### src/rtl/alu_operand_fetch.sv
// Operand fetch stage: captures a PHV and VLIW sub-action, selects ALU operands, and issues to the ALU.
// Optional per-tenant page table is enabled with `define PAGE_TBL_EN; otherwise a fixed entry is reported.
module alu_operand_fetch #(
    parameter int ACTION_LEN     = 25,
    parameter int DATA_WIDTH     = 32,
    parameter int NUM_CONTAINERS = 8
) (
    input  logic                               clk,
    input  logic                               rst_n,
    input  logic [NUM_CONTAINERS*DATA_WIDTH-1:0] phv_in,
    input  logic [ACTION_LEN-1:0]              action_in,
    input  logic [3:0]                         tenant_id_in,
    input  logic                               in_valid,
    output logic                               in_ready,
    input  logic                               cfg_wr_en,
    input  logic [3:0]                         cfg_wr_addr,
    input  logic [15:0]                        cfg_wr_data,
    output logic [ACTION_LEN-1:0]              action_out,
    output logic                               action_valid,
    output logic [DATA_WIDTH-1:0]              operand_1_out,
    output logic [DATA_WIDTH-1:0]              operand_2_out,
    output logic [DATA_WIDTH-1:0]              operand_3_out,
    output logic [15:0]                        page_tbl_out,
    output logic                               page_tbl_out_valid,
    input  logic                               alu_ready
);

    typedef enum logic [2:0] {
        IDLE,
        LOOKUP,
        WAIT_ALU,
        ISSUE,
        GUARD
    } state_t;

    state_t state_reg, state_next;

    logic [NUM_CONTAINERS*DATA_WIDTH-1:0] phv_reg;
    logic [ACTION_LEN-1:0]                action_reg;
    logic                                 capture;

    logic [ACTION_LEN-1:0] action_out_reg;
    logic [DATA_WIDTH-1:0] operand_1_reg;
    logic [DATA_WIDTH-1:0] operand_2_reg;
    logic [DATA_WIDTH-1:0] operand_3_reg;
    logic [15:0]           page_tbl_out_reg;

    logic [3:0]            opcode;
    logic [2:0]            op1_idx;
    logic [2:0]            dest_idx;
    logic [2:0]            op2_idx;
    logic [14:0]           imm;
    logic [DATA_WIDTH-1:0] container [8];
    logic [DATA_WIDTH-1:0] operand_2_next;
    logic [15:0]           page_tbl_entry;

    // ------------------------------------------------------------------
    // Control FSM
    // ------------------------------------------------------------------
    always_ff @(posedge clk or negedge rst_n) begin
        if (!rst_n) begin
            state_reg <= IDLE;
        end else begin
            state_reg <= state_next;
        end
    end

    always_comb begin
        state_next = state_reg;
        case (state_reg)
            IDLE:     if (in_valid) state_next = LOOKUP;
            LOOKUP:   state_next = WAIT_ALU;
            WAIT_ALU: if (alu_ready) state_next = ISSUE;
            ISSUE:    state_next = GUARD;
            GUARD:    state_next = IDLE;
            default:  state_next = IDLE;
        endcase
    end

    assign in_ready           = (state_reg == IDLE);
    assign action_valid       = (state_reg == ISSUE);
    assign page_tbl_out_valid = (state_reg == ISSUE);
    assign capture            = (state_reg == IDLE) && in_valid;

    // ------------------------------------------------------------------
    // Request capture
    // ------------------------------------------------------------------
    always_ff @(posedge clk or negedge rst_n) begin
        if (!rst_n) begin
            phv_reg    <= '0;
            action_reg <= '0;
        end else if (capture) begin
            phv_reg    <= phv_in;
            action_reg <= action_in;
        end
    end

    // ------------------------------------------------------------------
    // Action decode and operand selection
    // ------------------------------------------------------------------
    assign opcode   = action_reg[24:21];
    assign op1_idx  = action_reg[20:18];
    assign dest_idx = action_reg[17:15];
    assign op2_idx  = action_reg[14:12];
    assign imm      = action_reg[14:0];

    // Indices are 3 bits wide; slots beyond NUM_CONTAINERS read as zero.
    generate
        for (genvar gi = 0; gi < 8; gi++) begin : g_container
            if (gi < NUM_CONTAINERS) begin : g_present
                assign container[gi] = phv_reg[gi*DATA_WIDTH +: DATA_WIDTH];
            end else begin : g_absent
                assign container[gi] = '0;
            end
        end
    endgenerate

    always_comb begin
        operand_2_next = container[op2_idx];
        case (opcode)
            4'b0001, 4'b0010: operand_2_next = container[op2_idx];
            4'b1001, 4'b1010, 4'b1000, 4'b1011, 4'b0111, 4'b1110:
                operand_2_next = DATA_WIDTH'(imm);
            default:          operand_2_next = container[op2_idx];
        endcase
    end

    // ------------------------------------------------------------------
    // Tenant page table
    // ------------------------------------------------------------------
`ifdef PAGE_TBL_EN
    logic [3:0]  tenant_reg;
    logic [15:0] page_tbl [16];

    always_ff @(posedge clk or negedge rst_n) begin
        if (!rst_n) begin
            tenant_reg <= '0;
        end else if (capture) begin
            tenant_reg <= tenant_id_in;
        end
    end

    // Writes land at the edge, so a same-cycle LOOKUP sees the previous entry.
    always_ff @(posedge clk or negedge rst_n) begin
        if (!rst_n) begin
            for (int i = 0; i < 16; i++) begin
                page_tbl[i] <= '0;
            end
        end else if (cfg_wr_en) begin
            page_tbl[cfg_wr_addr] <= cfg_wr_data;
        end
    end

    assign page_tbl_entry = page_tbl[tenant_reg];
`else
    logic cfg_unused;

    assign cfg_unused     = ^{cfg_wr_en, cfg_wr_addr, cfg_wr_data, tenant_id_in};
    assign page_tbl_entry = 16'h1F00;
`endif

    // ------------------------------------------------------------------
    // Output registers: loaded on LOOKUP exit, held until the next lookup
    // ------------------------------------------------------------------
    always_ff @(posedge clk or negedge rst_n) begin
        if (!rst_n) begin
            action_out_reg   <= '0;
            operand_1_reg    <= '0;
            operand_2_reg    <= '0;
            operand_3_reg    <= '0;
            page_tbl_out_reg <= '0;
        end else if (state_reg == LOOKUP) begin
            action_out_reg   <= action_reg;
            operand_1_reg    <= container[op1_idx];
            operand_2_reg    <= operand_2_next;
            operand_3_reg    <= container[dest_idx];
            page_tbl_out_reg <= page_tbl_entry;
        end
    end

    assign action_out    = action_out_reg;
    assign operand_1_out = operand_1_reg;
    assign operand_2_out = operand_2_reg;
    assign operand_3_out = operand_3_reg;
    assign page_tbl_out  = page_tbl_out_reg;

endmodule

### config.mk
export PLATFORM = sky130hd
export DESIGN_NAME = alu_operand_fetch
export DESIGN_NICKNAME = d
export VERILOG_FILES = /design/src/rtl/alu_operand_fetch.sv
export SDC_FILE = /design/constraint.sdc
export NUM_CORES = 1
export LEC_CHECK = 0
export CORE_MARGIN = 1.5
export CORE_UTILIZATION = 40
export CTS_BUF_LIST = sky130_fd_sc_hd__clkbuf_8
export CTS_CLUSTER_DIAMETER = 100
export DETAILED_ROUTE_END_ITERATION = 8
export HOLD_SLACK_MARGIN = 0.08
export PLACE_DENSITY = 0.73
export SYNTH_ARGS = -nofsm -noshare
export SYNTH_HDL_FRONTEND = slang
export SYNTH_SLANG_ARGS = --single-unit
### constraint.sdc
create_clock -name clk -period 4.9 [get_ports clk]
set_input_delay 0.98 -clock clk [delete_from_list [all_inputs] [get_ports clk]]
set_output_delay 0.98 -clock clk [all_outputs]
set_load 0.05 [all_outputs]
# After elaboration in Yosys (flattened, before gate mapping)
# Index checks and enable logic that the tools add are counted.
[totals]
in_bits = 310
mem_bits_ro = 0
ram_bits = 0
output_inout_bits = 140
register_bits = 406
latch_bits = 0
word_cells = 42
mem_count = 0
[op_classes]
n_addsub = 0
n_lt_le_gt_ge = 3
bitwise = 3
muxes = 13
n_shift = 0
mul = 0
reduce_logical = 4
eq_ne = 11
div = 0
[ops]
columns = ["cell", "count"]
rows = [
  ["$bmux W32 S3", 3],
  ["$mux W32", 7],
  ["$eq A4 B4 Y1 const B", 5],
  ["$ge A4 B4 Y1 const B", 3],
  ["$not A3 Y4", 3],
  ["$pmux W3 S4", 1],
  ["$eq A3 B2 Y1 const B", 2],
  ["$mux W3", 2],
  ["$reduce_or A6 Y1", 1],
  ["$eq A4 B3 Y1 const B", 1],
  ["$ne A2 B2 Y1 const B", 2],
  ["$eq A3 B1 Y1 const B", 1],
  ["$logic_not A3 Y1", 1],
  ["$reduce_and A2 Y1", 1],
  ["$logic_and A1 B1 Y1", 1],
]

# Depth between registers and ports, before layout
# Gate-level depths: netlist of the first run.
[logic_depth]
depth_word = 5
ltp_mapped = 7
mapped_depth_nobuf = 4

# Least setup slack after synthesis of the first run
# No wires, ideal clock.
[synth_timing]
path_type = "register to output"
from = "reg state_reg[2]"
to = "out page_tbl_out_valid"
t_arrival_ns = 1.280
path_buffers = 1
path_stages_with_launch = 3
path_slack_ns = 2.640
required_time_ns = 3.920
path_cell_list = "dfrtp_1 -> and3b_1 -> buf_4"
[synth_between]
elab_chain_cells = 1
[synth_lines]
columns = ["element", "line_no", "rtl"]
rows = [
  ["start, declared", "36", "state_t state_reg, state_next;"],
  ["start signal, assigned", "64", "state_reg <= state_next;"],
  ["$eq A3 B2 Y1", "--", ""],
  ["end, declared", "24", "output logic page_tbl_out_valid,"],
]
# No other way between the ends.

# Final worst setup path of the first run
[layout_timing]
from = "reg state_reg[1]"
to = "out in_ready"
[layout_between]
elab_chain_cells = 1
[layout_lines]
columns = ["element", "line_no", "rtl"]
rows = [
  ["$logic_not A3 Y1", "80", "assign in_ready = (state_reg == IDLE);"],
  ["end, declared", "14", "output logic in_ready,"],
]
# No other way between the ends.

==> impl_metrics.csv, run 1 <==
group,metric,value,unit
status,status,"finished clean",
layout,syn2layout_area_growth,27.9,%
cts,cts_setup_buffers,0,
route,routed_wl,60200,um
cts,clk_pin_slew_worst_paths,60,ps
sta,fin_crit,3230,ps
sta,fmax,310,MHz
route,drt-vias-per-instance,5.49,
layout,fillers,4346,
cts,postCtsHoldBufs,0,
power,p_total,21.2,mW
place,place.gp.congestion,0.805,
floorplan,die_h,232,um
grt,grt_pass1_vias,15143,
critical_path,path_buf_inv,1,
synthesis,async_flop_share,100,%
route,vias,14034,
synthesis,synth-edff-count,0,
critical_path,slowest_delay,850,ps
critical_path,critical_path_class,"reg2out",
synthesis,synth_common_cells,"406 x dfrtp_1, 222 x mux2_2, 192 x mux4_2",
grt,grt_overflow_total,0,
critical_path,crit_family,"buffers and inverters",
synthesis,ys_seq_elements,406,
flow_run,cap_violations,0,
floorplan,die_w,232,um
place,placed_area,25400,um2
layout,drive_above_1_share,30.7,%
synthesis,yosysSeqAreaShare,48.2,%
critical_path,worstSetupStartpointType,"register",
synthesis,syn-mean-instance-area,14.8,um2
place,portBuffers,413,
layout,layout.nets,2124,
layout,largest_register_ffs,256,
layout,multi_input_area,10000,um2
floorplan,ios,450,
min_path,min_path_type,"in2async",
cts,cts-root-buf,"clkbuf_8",
critical_path,cp_max_fo,7,
critical_path,reg2reg_to,"operand_2_out[1]",
sta,tightest_slew,1010,ps
cts,post_cts_resized,0,
synthesis,synth_area_leaders,"dfrtp_1 48%, mux4_2 21%, mux2_2 12%",
sta,finalCritPeriodShare,65.8,%
floorplan,start_util,40.7,%
floorplan,coreArea,51700,um2
route,drc,0,
critical_path,reg2reg_depth,5,
cts,htree_levels,3,
sta,clock_skew,26.0,ps
sta,slew_headroom,32.7,%
power,powerDensity,787,nW/um2
synthesis,yosysMostFrequentCell,"dfrtp_1",
critical_path,critPathArrivalTime,2250,ps
cts,clkSinkCount,406,
cts,clk_latency,640,ps
synthesis,synth_top_flop_cell,"dfrtp_1",
synthesis,synth_top_area_share,48.2,%
cts,numCtsBuffers,75,
power,p_leak,11.1,nW
synthesis,synth_cells,1422,
critical_path,crit_chain,"nor3_2 > clkdlybuf4s50_1",
synthesis,synth.largest_area_cell,"dfrtp_1",
grt,antenna_found_initial,12,
critical_path,cp.required,3920,ps
floorplan,dieArea,54000,um2
sta,rsz0062_at_grt,"no",
synthesis,synth.distinct_cells,34,
critical_path,r2r-start,"action_reg[12]",
synthesis,syn_area,21100,um2
grt,grt_max_degree,140,
route,drtPass1Iterations,4,
critical_path,r2r_setup_slack,2190,ps
critical_path,cp_slowest_cell,"clkdlybuf4s50_1",
layout,register_area,10200,um2
power,vdd_drop_max,0.409,mV
route,post_drt_wl_per_cell,23.6,um
sta,finalSetupTns,0,ps
sta,finalSetupViolations,0,
sta,hold_violations,0,
grt,grt_usage,22.4,%
grt,grt_pass1_wl,90700,um
cts,cts_tree,"built",
layout,stdcell_area,26900,um2
synthesis,yosysWarnings,0,
route,ant_nets,0,
place,hpwlAfterDp,39900,um
sta,drv_slew,0,
floorplan,row_count,83,
route,drtIter0Drc,781,
critical_path,cp-end-kind,"primary output",
cts,clockBufferDepth,3,
## placed cells by master (no fill, tap or decap), types with 23 or more instances in the layout
cell	Yosys	final
clkdlybuf4s50_1	0	412
dfrtp_1	406	397
mux2_1	58	58
o21ai_1	85	85
nand2_1	173	173
inv_1	1	23
mux2i_1	94	94
mux4_2	192	192
clkbuf_8	0	91
mux2_2	222	222
## cell families (layout without fill, tap and decap cells)
logic type                after synthesis  in the layout  share of synthesized area, %
and+or+nand+nor                       197            197                          3.93
DFF                                   406            406                          48.2
AOI/OAI and AO/OA                     118            118                          3.31
other                                   1             18                        0.0178
muxes                                 566            566                          40.0
xor gates and xnor gates                1              1                        0.0416
buffers and inverters                 133            568                          4.50
## final cells by class
class,instances,area share [%]
sequential,406,37.8
multi-input combinational,893,37.1
timing repair buffer,437,16.4
clock buffer,91,4.65
tap,680,3.16
clock inverter,39,0.873
antenna,7,0.0650
inverter,1,0.0139
## power by group
group	internal, mW	leakage [nW]	switching, mW	total (mW)
logic	5.65	5.34	5.15	10.8
clock network	1.79	0.855	1.48	3.27
registers	5.08	4.86	2.06	7.13
total	12.5	11.1	8.69	21.2
## routing by layer
| metal | up-vias | track usage [%] | share of wire [%] |
|---|---|---|---|
| met5 | - | 0 | 0.11 |
| met2 | 518 | 36.5 | 49 |
| li1 | 6153 | - | - |
| met4 | 10 | 9.23 | 3.3 |
| met3 | 141 | 6.14 | 7.6 |
| met1 | 7212 | 28.1 | 40 |
## stage by stage
stage	cells	hold WS, ps	utilization (%)	worst slack, ps
detailed placement	2417	463	49.2	2020
global placement	2417	462	49.2	2050
global route	2553	457	52.1	1570
finish	2554	415	52.1	1670
floorplan	1432	454	-	2640
CTS	2547	420	52.1	1600
## worst max path at each step
stage                 start  depth (start not counted)  slack [ps]            endpoint
2_1_floorplan  state_reg[2]                          2        2640  page_tbl_out_valid
3_3_place_gp       in_valid                          4        2050          phv_reg[1]
3_5_place_dp       in_valid                          4        2020        phv_reg[154]
4_1_cts        state_reg[1]                          2        1600            in_ready
5_1_grt        state_reg[1]                          2        1570            in_ready
6_report       state_reg[1]                          2        1670            in_ready
No activity file was read; power rests on OpenSTA's default activity.
==> inputs of run 2 (changes only) <==
==> constraint.sdc (replaced) <==
create_clock -name clk -period 3.2 [get_ports clk]
set_input_delay 0.64 -clock clk [delete_from_list [all_inputs] [get_ports clk]]
set_output_delay 0.64 -clock clk [all_outputs]
set_load 0.05 [all_outputs]
==> impl_metrics.csv, run 2 (synthesized netlist as in run 1, its figures left out) <==
group,metric,value,unit
cts,numCtsBuffers,74,
sta,drv_slew,0,
min_path,min_path_type,"reg2reg",
sta,slew_headroom,25.2,%
floorplan,row_count,83,
layout,layout_common_cells,"412 x clkdlybuf4s50_1, 397 x dfrtp_1, 222 x mux2_2",
cts,clkSinkCount,406,
cts,clockBufferDepth,3,
grt,grt_usage,22.3,%
place,portBuffers,413,
layout,largest_register_ffs,256,
cts,clk_pin_slew_worst_paths,60,ps
layout,layout.nets,2144,
sta,clock_skew,17.5,ps
cts,cts_tree,"built",
power,p_comb_share,51.5,%
layout,fillers,4312,
critical_path,cp_max_fo,7,
grt,grt.met2_usage,37.0,%
power,internal_power,19.6,mW
grt,antenna_found_initial,10,
status,status,"finished clean",
power,powerDensity,1200,nW/um2
flow_run,cap_violations,0,
layout,layout_commonest_cell,"clkdlybuf4s50_1",
route,post_drt_wl_per_cell,23.2,um
sta,fin_crit,2900,ps
sta,finalSetupViolations,0,
cts,htree_levels,3,
sta,rsz0062_at_grt,"no",
critical_path,cp-end-kind,"primary output",
critical_path,critPathArrivalTime,2260,ps
grt,grt-busiest-layer,"met2",
sta,fmax,344,MHz
power,p_total,32.8,mW
power,vdd_drop_max,0.794,mV
route,drt-vias-per-instance,5.53,
layout,utilization,52.7,%
floorplan,ios,450,
grt,grt_pass1_vias,15017,
power,p_clk_share,15.8,%
grt,use_met3,6.36,%
grt,grt_max_degree,110,
floorplan,start_util,40.7,%
critical_path,cp.required,2560,ps
critical_path,worstSetupStartpointType,"register",
cts,post_cts_resized,0,
cts,cts-root-buf,"clkbuf_8",
power,swShare,40.3,%
layout,syn2layout_area_growth,29.5,%
route,drc,0,
sta,hold_violations,0,
sta,finalSetupTns,0,ps
route,ant_nets,0,
power,p_leak,11.2,nW
sta,tightest_slew,1120,ps
floorplan,die_h,232,um
power,pwr-share-seq,32.7,%
route,drtPass1Iterations,5,
sta,fin_worst_hold_slack,478,ps
power,switchingPower,13.3,mW
grt,grt_overflow_total,0,
place,hpwlAfterDp,40500,um
grt,grt_pass1_wl,89500,um
place,place.gp.congestion,0.813,
layout,drive_above_1_share,31.7,%
layout,stdcell_area,27300,um2
place,placed_area,25700,um2
cts,clk_latency,650,ps
floorplan,die_w,232,um
critical_path,critical_path_class,"reg2out",
route,vias,14228,
grt,groute.layer.met1.usage,27.7,%
route,routed_wl,59800,um
sta,finalCritPeriodShare,90.8,%
floorplan,coreArea,51700,um2
route,drtIter0Drc,853,
floorplan,dieArea,54000,um2
run 2: critical path: stages, from the launching register on:
cell and delay (ps):
dfrtp_1 530, and3b_1 270, clkdlybuf4s50_1 820
run 2: final cells by class:
class	instances	area (um2)	area share, %
clock buffers	97	1340	4.89
well taps	680	851	3.12
flip-flops and latches	406	10200	37.3
repair buffers	458	4670	17.1
inverters	1	3.75	0.0138
diodes	6	15.0	0.0550
multi-input cells	893	10000	36.7
clock inverters	33	220	0.807
run 2: path summary, 6_finish.rpt:
kind                                      endpoint           start  cells past startpoint  slack (ps)
worst min-delay path                action_out[22]  action_out[22]                      2         480
max in group asynchronous         operand_2_out[8]           rst_n                      3        1640
worst max register to register   operand_2_out[30]  action_reg[12]                      5         850
worst min register to register      action_out[22]  action_out[22]                      2         480
min in group asynchronous            action_out[0]           rst_n                      2         640
worst max-delay path            page_tbl_out_valid    state_reg[1]                      2         300
run 2: power groups by stage:
stage	registers, mW	logic, mW	clock network (mW)
after floorplan	11.7	11.3	0
after global placement	10.6	16.8	0
after detailed placement	10.8	17.1	0
after CTS	10.7	17.1	5.32
after global routing	11.1	18.0	5.54
final	10.7	16.9	5.18
run 2: routing by layer:
layer  vias to the layer above  share of wire [%]
met5                         -              0.077
met4                         8                3.0
met3                       117                7.9
met2                       535                 49
met1                      7375                 40
li1                       6193                  -
run 2: repair_timing:
action / 4_1_cts / 5_1_grt
buffers inserted: 0 / 0
endpoints found under the hold margin: 78 / 0
hold buffers: 1 / 0
endpoints found under the setup margin: 0 / 0
run 2: metrics by stage:
stage               setup slack (ps)  std cells
global placement                 626       2437
floorplan                        951       1432
finish                           295       2574
CTS                              208       2568
global route                     188       2571
detailed placement               599       2437
